===== src/rtl/pwm_multi.sv =====
// ---------------------------------------------------------------------------
// pwm_multi
//
// Multi-channel PWM generator for the motor driver pins. All channels share
// one prescaler and one step counter. Each channel has a pending duty register
// and an active duty register. Period and mode are double-buffered the same
// way. Pending values move to the active registers only at a period boundary,
// or on every clock while disabled, so a running waveform never glitches.
//
// Ports:
//   clk           system clock
//   clr_n         synchronous active-low reset
//   en            run enable; low holds the counter at zero and forces outputs low
//   prescale      clocks per step minus one (live value, not buffered)
//   period        steps per period P (buffered)
//   mode          0 edge-aligned, 1 center-aligned (buffered with period)
//   cfg_wr        load period/mode into the pending registers
//   duty          packed per-channel duty, channel i at [i*DUTY_BITS +: DUTY_BITS]
//   duty_wr       per-channel load of the pending duty
//   out           registered PWM outputs
//   period_start  one-clock pulse on the first clock of each period
//   duty_pending  per-channel flag: a written duty has not been applied yet
// ---------------------------------------------------------------------------
module pwm_multi #(
   parameter int CHANNELS      = 4,
   parameter int DUTY_BITS     = 8,
   parameter int PRESCALE_BITS = 17
) (
   input  logic                            clk,
   input  logic                            clr_n,
   input  logic                            en,
   input  logic [PRESCALE_BITS-1:0]        prescale,
   input  logic [DUTY_BITS-1:0]            period,
   input  logic                            mode,
   input  logic                            cfg_wr,
   input  logic [CHANNELS*DUTY_BITS-1:0]   duty,
   input  logic [CHANNELS-1:0]             duty_wr,
   output logic [CHANNELS-1:0]             out,
   output logic                            period_start,
   output logic [CHANNELS-1:0]             duty_pending
);

   typedef enum logic {
      DIR_UP   = 1'b0,
      DIR_DOWN = 1'b1
   } dir_t;

   logic [PRESCALE_BITS-1:0] pre;
   logic [PRESCALE_BITS-1:0] pre_n;
   logic [DUTY_BITS-1:0]     cnt;
   logic [DUTY_BITS-1:0]     cnt_n;
   dir_t                     dir;
   dir_t                     dir_n;
   logic                     en_q;

   logic [DUTY_BITS-1:0]     p_pend;
   logic [DUTY_BITS-1:0]     p_act;
   logic                     m_pend;
   logic                     m_act;
   logic [DUTY_BITS-1:0]     dpend [CHANNELS];
   logic [DUTY_BITS-1:0]     dact  [CHANNELS];

   logic                     tick;
   logic                     boundary;
   logic                     load_act;
   logic [DUTY_BITS-1:0]     p_last;
   logic [CHANNELS-1:0]      out_n;
   logic                     ps_n;

   assign p_last = p_act - 1'b1;

   // State register: prescaler, step counter, direction, the double-buffered
   // configuration and the registered outputs. While disabled (or at a period
   // boundary) the active registers take the pending values. A write in the
   // same clock still lands in pending and keeps its pending flag set, so it
   // applies at the following boundary.
   always_ff @(posedge clk) begin
      if (!clr_n) begin
         pre          <= '0;
         cnt          <= '0;
         dir          <= DIR_UP;
         en_q         <= 1'b0;
         p_pend       <= '0;
         p_act        <= '0;
         m_pend       <= 1'b0;
         m_act        <= 1'b0;
         out          <= '0;
         period_start <= 1'b0;
         duty_pending <= '0;
         for (int i = 0; i < CHANNELS; i++) begin
            dpend[i] <= '0;
            dact[i]  <= '0;
         end
      end else begin
         pre          <= pre_n;
         cnt          <= cnt_n;
         dir          <= dir_n;
         en_q         <= en;
         out          <= out_n;
         period_start <= ps_n;
         if (cfg_wr) begin
            p_pend <= period;
            m_pend <= mode;
         end
         if (load_act) begin
            p_act <= p_pend;
            m_act <= m_pend;
         end
         for (int i = 0; i < CHANNELS; i++) begin
            if (load_act) begin
               dact[i] <= dpend[i];
            end
            if (duty_wr[i]) begin
               dpend[i]        <= duty[i*DUTY_BITS +: DUTY_BITS];
               duty_pending[i] <= 1'b1;
            end else if (load_act) begin
               duty_pending[i] <= 1'b0;
            end
         end
      end
   end

   // Next-state logic for the prescaler and the step counter. Edge mode counts
   // 0..P-1 and wraps. Center mode counts up to P-1, holds one extra step while
   // turning down, counts back to 0 and holds one extra step while turning up;
   // that second turnaround is the period boundary. With P=0 the counter stays
   // at zero but every tick is a boundary so a new period can still load.
   always_comb begin
      tick     = (pre >= prescale);
      pre_n    = pre;
      cnt_n    = cnt;
      dir_n    = dir;
      boundary = 1'b0;
      if (!en) begin
         pre_n = '0;
         cnt_n = '0;
         dir_n = DIR_UP;
      end else begin
         pre_n = tick ? '0 : pre + 1'b1;
         if (tick) begin
            if (p_act == '0) begin
               boundary = 1'b1;
               cnt_n    = '0;
               dir_n    = DIR_UP;
            end else if (!m_act) begin
               if (cnt == p_last) begin
                  boundary = 1'b1;
                  cnt_n    = '0;
               end else begin
                  cnt_n = cnt + 1'b1;
               end
            end else if (dir == DIR_UP) begin
               if (cnt == p_last) begin
                  dir_n = DIR_DOWN;
               end else begin
                  cnt_n = cnt + 1'b1;
               end
            end else begin
               if (cnt == '0) begin
                  dir_n    = DIR_UP;
                  boundary = 1'b1;
               end else begin
                  cnt_n = cnt - 1'b1;
               end
            end
         end
      end
      load_act = !en || boundary;
   end

   // Output logic. Outputs compare the current count against the active duty,
   // so duty 0 is constantly low and duty >= P is constantly high. The period
   // pulse fires at a boundary and on the first clock after enable rises.
   always_comb begin
      out_n = '0;
      for (int i = 0; i < CHANNELS; i++) begin
         out_n[i] = en && (p_act != '0) && (cnt < dact[i]);
      end
      ps_n = en && (!en_q || boundary);
   end

endmodule


===== config.mk =====
export PLATFORM = sky130hd
export DESIGN_NAME = pwm_multi
export DESIGN_NICKNAME = d
export VERILOG_FILES = /design/src/rtl/pwm_multi.sv
export SDC_FILE = /design/constraint.sdc
export NUM_CORES = 1
export LEC_CHECK = 0
export BUFFER_PORTS_ARGS = -buffer_cell sky130_fd_sc_hd__buf_4
export CORE_MARGIN = 3
export CORE_UTILIZATION = 58
export DETAILED_ROUTE_END_ITERATION = 12
export PLACE_DENSITY = 0.85
export SLEW_MARGIN = 5
export SYNTH_ARGS = -nofsm -noshare
export SYNTH_HDL_FRONTEND = slang
export SYNTH_SLANG_ARGS = --single-unit
export TNS_END_PERCENT = 30

===== constraint.sdc =====
create_clock -name clk -period 3.1 [get_ports clk]
set_input_delay 0.155 -clock clk [delete_from_list [all_inputs] [get_ports clk]]
set_output_delay 0.155 -clock clk [all_outputs]
set_load 0.005 [all_outputs]

==> metrics.md, run 1 <==
| Metric | Value |
|---|---|
| Clock transition at path regs | `0.06 ns` |
| Clk network pwr share | `47.6%` |
| Syn Area/Cell | `10.6 um2` |
| Share of the synthesized area in the top cell type | `31.9%` |
| Detailed-route wire length per cell | `18.3 um` |
| Worst reg2reg startpoint | `p_act[0]` |
| GRT overflow | `0` |
| Drt first pass iters | `6` |
| Die H | `108 um` |
| Placer Congestion | `0.907` |
| Largest area contributor in the netlist | `edfxtp_1` |
| Worst EP arrival | `3.03 ns` |
| Number of global-route vias before repair | `5141` |
| Clock buffer depth | `2` |
| HP Class | `input pin to register` |
| Total CTS buffers | `17` |
| Ant. Diodes | `0` |
| Depth of the worst register-to-register path | `9` |
| Largest net degree at the start of global routing | `85` |
| Static Leak | `3.60 nW` |
| Initial antenna violation count | `0` |
| First-pass GRT wire length | `25.2 mm` |
| Core area | `9950 um2` |
| Endpoints failing setup | `0` |
| Total setup buffers inserted after CTS | `0` |
| Via count | `4969` |
| Cell count after synthesis | `571` |
| Starting density of the core | `60.6%` |
| Post-DP HPWL | `8.94 mm` |
| Share of layout cells above drive strength 1 | `18.1%` |
| Most frequent cells in the layout | `buf_4, and3_1, edfxtp_1` |
| Worst hold start | `clr_n` |
| Worst R2R End | `dact[2][2]` |
| Worst setup path category | `register to register` |
| VDD IR max | `0.439 mV` |
| CTS H-tree lvls | `4` |
| Antenna-violating nets left | `0` |
| Layout area overhead | `29.6%` |
| Die X | `108 um` |
| Hold EP | `dact[1][5]` |
| Mapped Area | `6030 um2` |
| Clk_skew | `0.00873 ns` |
| CTS Hold Buffers Added | `47` |
| Critical-path cell list | `inv_1 -> ha_1 -> xnor2_1 -> nor2_1 -> o2111ai_1 -> or3_4 -> o2bb2ai_1 -> inv_2 -> buf_4` |
| Crit-path max FO | `16` |
| CTS tree | `done` |
| CTS root buf | `clkbuf_8` |
| Worst path max stage delay | `0.43 ns` |
| Maxcap violations | `0` |
| Sum of negative setup slack | `0 ns` |
| Gr usage total | `27.9%` |
| Worst-Margin Slew | `0.821 ns` |
| Seq/Total Area, Yosys | `49.8%` |
| Most common cell after layout, fill and taps aside | `buf_4` |
| CP Launch Type | `register` |
| Outcome | `completed` |
| Asr flop ratio synth | `0%` |
| Sequential Power Share | `41.9%` |
| Fmax | `0.355 GHz` |
| Die area | `11700 um2` |
| Post-synth cell types | `51` |
| Post-synthesis register bit count | `118` |
| Switching fraction of total power | `23.6%` |
| Via density per instance | `5.87` |
| Drt drc | `0` |
| P_int | `3.30 mW` |
| Clock sinks | `118` |
| Critical path required time | `3.31 ns` |
| Post-CTS Resized | `0` |
| Crit. End Element | `register` |
| Final instance area | `7820 um2` |
| Synth warn | `0` |
| Combinational group share of total power | `10.5%` |
| Post-Place Cell Area | `6730 um2` |
| Row count | `36` |
| Pins Over Slew Limit | `0` |
| Slew HR | `44.9%` |
| Syn nets | `687` |
| Critical path's slowest cell | `dfxtp_1` |
| Pwr dens | `553 nW/um2` |
| Hold Crit Depth | `2` |
| Clock network latency to the later pin of the worst-skew pair | `0.53 ns` |
| Main area contributors after synthesis | `edfxtp_1, dfxtp_1, ha_1` |
| Top FF cell, synth | `edfxtp_1` |
| Number of synthesized flops with an enable pin | `64` |
| Final Hold Fails | `0` |
| Routed WL | `15.4 mm` |
| RSZ-0062 raised after global routing | `false` |
| Number of port buffers | `74` |
| Final period util | `90.8%` |
| Minimum clock period | `2.81 ns` |
| P_sw | `1.02 mW` |
| # nets final | `816` |
| Ports | `75` |
| R2R setup slack | `0.29 ns` |
| Initial DRC count | `432` |
-- Yosys cell counts, drive strengths merged (10+ instances only) --
cell type,n
and3,75
edfxtp,64
inv,56
dfxtp,54
ha,50
nor2,30
nand2,24
a21oi,20
o21ai,19
clkbuf,18
nand3,18
nor2b,16
xnor2,15
a21o,12
nand2b,10
xor2,10
-- final cells by class --
| type | count | area, um2 |
|---|---|---|
| clock buffers | 17 | 414 |
| clock inverters | 15 | 203 |
| fillers | 547 | 2140 |
| inverters | 56 | 210 |
| multi-input cells | 373 | 2700 |
| flip-flops and latches | 118 | 3000 |
| well taps | 133 | 166 |
| repair buffers | 134 | 1120 |
-- routing by layer --
metal	wire length, um	part of all wire (%)	track usage (%)
met1	5680	37	32.4
met2	7890	51	47.6
met3	1270	8.2	8.36
met4	610	3.9	12.8
met5	0	0	0
-- kinds of logic (layout without fill, tap and decap cells) --
family	after synthesis	in the layout	synth area share, %
fa+ha+maj	50	50	10.4
simple gates	204	204	19.2
compound gates	85	85	10.0
mux	9	9	1.49
flops	118	118	49.8
xor+xnor	25	25	3.63
buf+inv	80	222	5.52
-- flip-flops by register name, summed over array words and instances, names as in the netlist, 4 cells and up --
| register | cells |
|---|---|
| dpend | 32 |
| pre | 17 |
| duty_pending | 4 |
| out | 4 |
| dact | 32 |
| p_pend | 8 |
| p_act | 8 |
| cnt | 8 |
-- critical path, delay by kind of cell, from the launching register on --
kind | cells | cell delay [ns]
xor gates and xnor gates | 1 | 0.17
DFF | 1 | 0.43
buffers and inverters | 3 | 0.46
adders and majority gates | 1 | 0.32
and+or+nand+nor | 2 | 0.59
AOI/OAI and AO/OA | 2 | 0.53
-- worst max-delay path by stage --
stage | start | to | slack [ns] | depth (start not counted)
6_report | p_act[0] | dact[2][2] | 0.29 | 9
5_1_grt | pre[11] | dact[3][0] | 0.12 | 9
4_1_cts | p_act[0] | dact[2][4] | 0.35 | 10
3_5_place_dp | p_act[0] | dact[1][4] | 0.45 | 10
3_3_place_gp | p_act[0] | dact[1][0] | 0.57 | 10
2_1_floorplan | p_act[0] | dact[0][0] | 0.39 | 10
-- power by group through the flow --
stage	clock (mW)	sequential (mW)	combinational (mW)
4_1_cts	2.05	1.81	0.441
5_1_grt	2.15	1.82	0.500
3_5_place_dp	0	1.84	0.383
6_report	2.06	1.81	0.456
2_1_floorplan	0	1.82	0.243
3_3_place_gp	0	1.83	0.360
-- metrics by stage --
stage          utilization (%)  hold slack, ns  cells  total power, mW  setup slack (ns)
2_1_floorplan                -           0.288    571             2.07             0.389
3_3_place_gp              67.6           0.416    767             2.19             0.571
3_5_place_dp              67.6           0.422    767             2.22             0.445
4_1_cts                   78.5         0.00807    846             4.29             0.346
5_1_grt                   78.5          0.0325    846             4.47             0.123
6_report                  78.5          0.0221    846             4.32             0.285
No activity file was read; power rests on OpenSTA's default activity.
==> inputs of run 2 (changes only) <==
Settings changed: BUFFER_PORTS_ARGS -buffer_cell sky130_fd_sc_hd__buf_4 to -buffer_cell sky130_fd_sc_hd__buf_2.
==> run 2 against run 1 <==
  * First-iteration DRC count decreased by 32%
  * Global-route usage fell by 2.5 points
  * Sequential power barely moved
  * Die area stayed put
  * Register-to-register slack about the same
  * Fmax down 0.36%
  * Flip-flop and latch count is the same
  * Total power shrank 6.4%
  * Non-clock buffer count stayed put
  * Setup slack worse by 0.010 ns
  * Via count is 4.9% lower
  * Critical path type unchanged
==> metrics.md, run 2 (same netlist as run 1, synthesis figures left out) <==
| Metric | Value |
|---|---|
| Pwr dens | `535 nW/um2 (-3.3%)` |
| Maxcap violations | `0 (unchanged)` |
| P_int | `3.12 mW (-5.6%)` |
| Tot Pwr | `4.04 mW (-6.4%)` |
| Final Hold Fails | `0 (unchanged)` |
| Worst-Margin Slew | `0.815 ns (-0.00610 ns)` |
| Sequential Power Share | `44.7% (+2.8 points)` |
| P_sw | `927 uW (-9.1%)` |
| Number of port buffers | `74 (unchanged)` |
| Final instance area | `7560 um2 (-3.2%)` |
| Outcome | `completed` |
| Die area | `11700 um2 (unchanged)` |
| Antenna-violating nets left | `0 (unchanged)` |
| Clock sinks | `118 (unchanged)` |
| Slew HR | `45.3% (+0.41 points)` |
| Minimum clock period | `2.82 ns (+0.0100 ns)` |
| Worst EP arrival | `3.03 ns (about the same)` |
| Static Leak | `3.51 nW (-2.4%)` |
| Clk_skew | `0.0114 ns (+0.00265 ns)` |
| Final period util | `91.1% (+0.32 points)` |
| Post-DP HPWL | `8.77 mm (-1.9%)` |
| VDD IR max | `0.355 mV (-19%)` |
| CTS H-tree lvls | `4 (unchanged)` |
| Number of global-route vias before repair | `4930 (-4.1%)` |
| Critical path required time | `3.31 ns (about the same)` |
| CTS tree | `done` |
| RSZ-0062 raised after global routing | `false` |
| R2R setup slack | `0.28 ns (about the same)` |
| Placer Congestion | `0.883 (-2.7%)` |
| Initial antenna violation count | `0 (unchanged)` |
| Final worst setup slack | `0.275 ns (-0.0100 ns)` |
| Largest net degree at the start of global routing | `91 (+7.1%)` |
| Clock network latency to the later pin of the worst-skew pair | `0.52 ns (about the same)` |
| CP Launch Type | `register` |
| Pins Over Slew Limit | `0 (unchanged)` |
| Fmax | `0.354 GHz (-0.36%)` |
| Worst setup path category | `register to register` |
| Initial DRC count | `294 (-32%)` |
| Detailed-route wire length per cell | `16.5 um (-9.7%)` |
| CTS root buf | `clkbuf_8` |
| Switching fraction of total power | `22.9% (-0.69 points)` |
| Crit-path max FO | `16 (unchanged)` |
| Clk network pwr share | `45.1% (-2.5 points)` |
| Top flop regs | `dact (32), dpend (32), pre (17)` |
| First-pass GRT wire length | `22.8 mm (-9.6%)` |
| Core area | `9950 um2 (unchanged)` |
| Clock buffer depth | `2 (unchanged)` |
| Row count | `36 (unchanged)` |
| Starting density of the core | `60.6% (unchanged)` |
| Clock transition at path regs | `0.06 ns (about the same)` |
| CP Launch Point | `p_act[0]` |
| GRT overflow | `0 (unchanged)` |
| Post-CTS Resized | `0 (unchanged)` |
| Worst R2R End | `dact[1][5]` |
| Crit. End Element | `register` |
| Ports | `75 (unchanged)` |
| Drt first pass iters | `5 (-1)` |
| Critical path capture point | `dact[1][5]` |
| CTS Hold Buffers Added | `47 (unchanged)` |
| Share of layout cells above drive strength 1 | `17.5% (-0.56 points)` |
| Total CTS buffers | `17 (unchanged)` |
| Most common cell after layout, fill and taps aside | `and3_1` |
| HP Class | `input pin to register` |
| Drt drc | `0 (unchanged)` |
| Layout area overhead | `25.4%` |
| Die H | `108 um (unchanged)` |
| Depth of the worst register-to-register path | `10 (+1)` |
| Endpoints failing setup | `0 (unchanged)` |
| # nets final | `816 (unchanged)` |
| Sum of negative setup slack | `0 ns (unchanged)` |
| Ant. Diodes | `0 (unchanged)` |
| Post-Place Cell Area | `6550 um2 (-2.8%)` |
| Most frequent cells in the layout | `and3_1, buf_2, edfxtp_1` |
| Pre-CTS setup slack | `0.399 ns (-0.0462 ns)` |
| Via count | `4724 (-4.9%)` |
| Via density per instance | `5.58 (-4.9%)` |
| Combinational group share of total power | `10.2% (-0.3 points)` |
| Die X | `108 um (unchanged)` |
| Total setup buffers inserted after CTS | `0 (unchanged)` |
| Worst reg2reg startpoint | `p_act[0]` |
| Routed WL | `14.0 mm (-9.7%)` |
| Gr usage total | `25.4% (-2.5 points)` |
## run 2: changes by cell type in the layout (fill, tap and decap cells not counted), sizes merged
| cell | previous run | this run |
|---|---|---|
| inv | 59 | 56 |
| bufinv | 4 | 2 |
| clkinv | 4 | 5 |
| clkbuf | 17 | 22 |
| clkinvlp | 4 | 3 |
## run 2: worst min path at each step
stage	from	endpoint	slack (ns)	depth (start not counted)
5_1_grt	cfg_wr	p_pend[7]	0.12	3
3_5_place_dp	period[5]	p_pend[5]	0.42	3
4_1_cts	cfg_wr	p_pend[6]	0.08	3
2_1_floorplan	duty_wr[0]	duty_pending[0]	0.29	1
3_3_place_gp	period[3]	p_pend[3]	0.41	3
6_report	cfg_wr	p_pend[5]	0.10	3
## run 2: stage by stage
stage / hold slack, ns / std cells / utilization, %
3_3_place_gp: 0.415 / 767 / 65.7
5_1_grt: 0.116 / 846 / 76.0
6_report: 0.104 / 846 / 76.0
2_1_floorplan: 0.288 / 571 / -
4_1_cts: 0.0771 / 846 / 76.0
3_5_place_dp: 0.419 / 767 / 65.7
## run 2: metal layers
metal | vias to the layer above | global-route usage, % | wire length [um]
li1 | 2303 | - | -
met5 | - | 0 | 0
met1 | 2220 | 27.7 | 5490
met4 | 0 | 12.8 | 389
met3 | 41 | 6.45 | 753
met2 | 160 | 45.5 | 7330
## run 2: power groups by stage
| stage | Clock (mW) | Sequential, mW | Combinational, mW |
|---|---|---|---|
| 2_1_floorplan | 0 | 1.82 | 0.243 |
| 3_3_place_gp | 0 | 1.83 | 0.330 |
| 3_5_place_dp | 0 | 1.84 | 0.356 |
| 4_1_cts | 1.83 | 1.81 | 0.403 |
| 5_1_grt | 1.91 | 1.81 | 0.460 |
| 6_report | 1.82 | 1.81 | 0.414 |
## run 2: cell type report
cell class / instances / area [um2]
Clock buffer: 22 / 443
Clock inverter: 10 / 106
Fill cell: 622 / 2390
Inverter: 56 / 210
Multi-Input combinational cell: 373 / 2700
Sequential cell: 118 / 3000
Tap cell: 133 / 166
Timing Repair Buffer: 134 / 938
## run 2: critical path, cell delays in order, from the launching register on
cell and delay, ns:
dfxtp_1 0.35, inv_1 0.07, ha_1 0.22, nor3b_2 0.24, nand2_1 0.12, xnor2_1 0.18
o2111ai_1 0.28, or3_4 0.44, o2bb2ai_1 0.24, inv_2 0.12, buf_4 0.25
==> inputs of run 3 (changes only) <==
Settings changed: CELL_PAD_IN_SITES_DETAIL_PLACEMENT set to 2, CELL_PAD_IN_SITES_GLOBAL_PLACEMENT set to 2, CORE_UTILIZATION 58 to 38.
==> run 3 against run 2 <==
  * Critical path depth did not move
  * Highest routed layer unchanged
  * Global-route usage is 2.5 points lower
  * Die area increased by 49%
  * Register-to-register slack lost 0.13 ns
  * Clock power grew 30%
  * Core utilization decreased by 28 points
  * Final cell count grew 3.7%
  * Total power up 14%
  * Combinational power rose by 1%
  * Non-clock buffer count decreased by 47
  * Largest cell class unchanged
  * Clock skew is 0.0035 ns lower
  * Critical path type unchanged
  * Cell area down 2.5%
==> metrics.md, run 3 (same netlist as run 1, synthesis figures left out) <==
| Metric | Value |
|---|---|
| Die H | `132 um (+22%)` |
| CTS root buf | `clkbuf_16` |
| Final worst setup slack | `0.143 ns (-0.132 ns)` |
| Filler cell count | `1570 (+150%)` |
| Number of port buffers | `74 (unchanged)` |
| Worst-Margin Slew | `0.837 ns (+0.0219 ns)` |
| CTS tree | `done` |
| Sequential Area | `3000 um2 (unchanged)` |
| HP Class | `input pin to register` |
| Worst setup path category | `register to register` |
| Die area | `17400 um2 (+49%)` |
| Most frequent cells in the layout | `and3_1, buf_2, edfxtp_1` |
| Static Leak | `3.39 nW (-3.5%)` |
| Drt drc | `0 (unchanged)` |
| Outcome | `completed` |
| Critical path required time | `3.36 ns (+0.05 ns)` |
| Fmax | `0.338 GHz (-4.5%)` |
| CP Launch Type | `register` |
| Clock sinks | `118 (unchanged)` |
| Most common cell after layout, fill and taps aside | `and3_1` |
| Starting density of the core | `39.3% (-21 points)` |
| Post-DP HPWL | `12.1 mm (+37%)` |
| Crit-path max FO | `41 (+25)` |
| Number of global-route vias before repair | `5499 (+12%)` |
| GRT overflow | `0 (unchanged)` |
| Routed WL | `19.5 mm (+40%)` |
| Crit. End Element | `register` |
| VDD IR max | `0.351 mV (-1.1%)` |
| Final cell count without fillers | `877 (+3.7%)` |
| Clock buffer depth | `2 (unchanged)` |
| Total CTS buffers | `17 (unchanged)` |
| Ports | `75 (unchanged)` |
| Top flop regs | `dact (32), dpend (32), pre (17)` |
| Gr usage total | `22.9% (-2.5 points)` |
| Maxcap violations | `0 (unchanged)` |
| Placer Congestion | `0.774 (-12%)` |
| Pwr dens | `623 nW/um2 (+17%)` |
| Slew HR | `43.9% (-1.5 points)` |
| Total setup buffers inserted after CTS | `0 (unchanged)` |
| Initial DRC count | `183 (-38%)` |
| Via count | `4729 (+0.11%)` |
| Final Hold Fails | `0 (unchanged)` |
| Layout area overhead | `22.3%` |
| Via density per instance | `5.39 (-3.4%)` |
| Row count | `45 (+25%)` |
| Die X | `132 um (+22%)` |
| Antenna-violating nets left | `0 (unchanged)` |
| Clock network latency to the later pin of the worst-skew pair | `0.42 ns (-0.10 ns)` |
| Core area | `15400 um2 (+54%)` |
| Endpoints failing setup | `0 (unchanged)` |
| Area of the multi-input gates | `2710 um2 (+0.46%)` |
| First-pass GRT wire length | `31.0 mm (+36%)` |
| Initial antenna violation count | `0 (unchanged)` |
| Largest net degree at the start of global routing | `91 (unchanged)` |
| Final period util | `95.4% (+4.3 points)` |
| Worst EP arrival | `3.21 ns (+0.18 ns)` |
| Pins Over Slew Limit | `0 (unchanged)` |
| Placed Cells incl. Taps | `844 (+10%)` |
| Share of layout cells above drive strength 1 | `19.8% (+2.3 points)` |
| Detailed-route wire length per cell | `22.2 um (+35%)` |
| Drt first pass iters | `4 (-1)` |
| Ant. Diodes | `0 (unchanged)` |
| Pre-CTS setup slack | `0.255 ns (-0.145 ns)` |
| # nets final | `769 (-5.8%)` |
| CTS H-tree lvls | `4 (unchanged)` |
| Clk_skew | `0.00788 ns (-0.00350 ns)` |
| Minimum clock period | `2.96 ns (+0.132 ns)` |
| Clock transition at path regs | `0.06 ns (about the same)` |
## run 3: changes by cell type in the layout (fill, tap and decap cells not counted), sizes merged
cell and change:
inv +2, clkinv -3, clkinvlp +1, clkbuf -5
dlygate4sd3 -46, buf -1, bufinv +5
## run 3: timing repair
action,CTS,global route
endpoints found under the hold margin,1,0
setup endpoints to repair,1,43
hold buffers,1,0
gates resized for setup,1,5
## run 3: cell type report
cell class | count | share of cell area (%)
Clock buffer | 17 | 5.77
Inverter | 56 | 2.85
Tap cell | 211 | 3.58
Clock inverter | 15 | 3.73
Multi-Input combinational cell | 373 | 36.7
Timing Repair Buffer | 87 | 6.65
Sequential cell | 118 | 40.7
## run 3: path summary, 6_finish.rpt
kind / startpoint / end / cells after the start / slack (ns)
hold / removal: period[7] / p_pend[7] / 3 / 0.01
setup reg to reg: p_act[0] / dact[2][6] / 10 / 0.14
hold reg to reg: en_q / period_start / 1 / 0.45
setup / recovery: p_act[0] / dact[2][6] / 10 / 0.14
## run 3: where the power goes
group	switching (mW)	internal (mW)
logic	0.253	0.167
clock network	0.766	1.59
registers	0.0515	1.77
total	1.07	3.53
## run 3: routing by layer
layer	vias to the layer above	wire length [um]	global-route usage [%]
li1	2211	-	-
met5	-	0	0
met1	2366	7870	26.1
met3	32	716	4.27
met2	120	10400	42.3
met4	0	481	8.58
## run 3: per-stage QoR
stage	power [mW]	instance area, um2	hold WS [ns]	setup TNS [ns]	util [%]
5_1_grt	4.74	7380	0.0173	-0.0122	48.0
4_1_cts	4.62	7360	0.00928	0	47.9
2_1_floorplan	2.07	6030	0.288	0	-
6_report	4.60	7380	0.0120	0	48.0
3_5_place_dp	2.23	6650	0.430	0	43.2
3_3_place_gp	2.18	6650	0.414	0	43.2
## run 3: worst max-delay path: stages (launching register included)
cell and delay, ns:
dfxtp_1 0.35, inv_1 0.08, ha_1 0.23, nor3b_2 0.32
nand2_1 0.15, xnor2_1 0.25, o2111ai_2 0.24, or3_4 0.41
a41oi_4 0.19, buf_8 0.28, and3_1 0.28
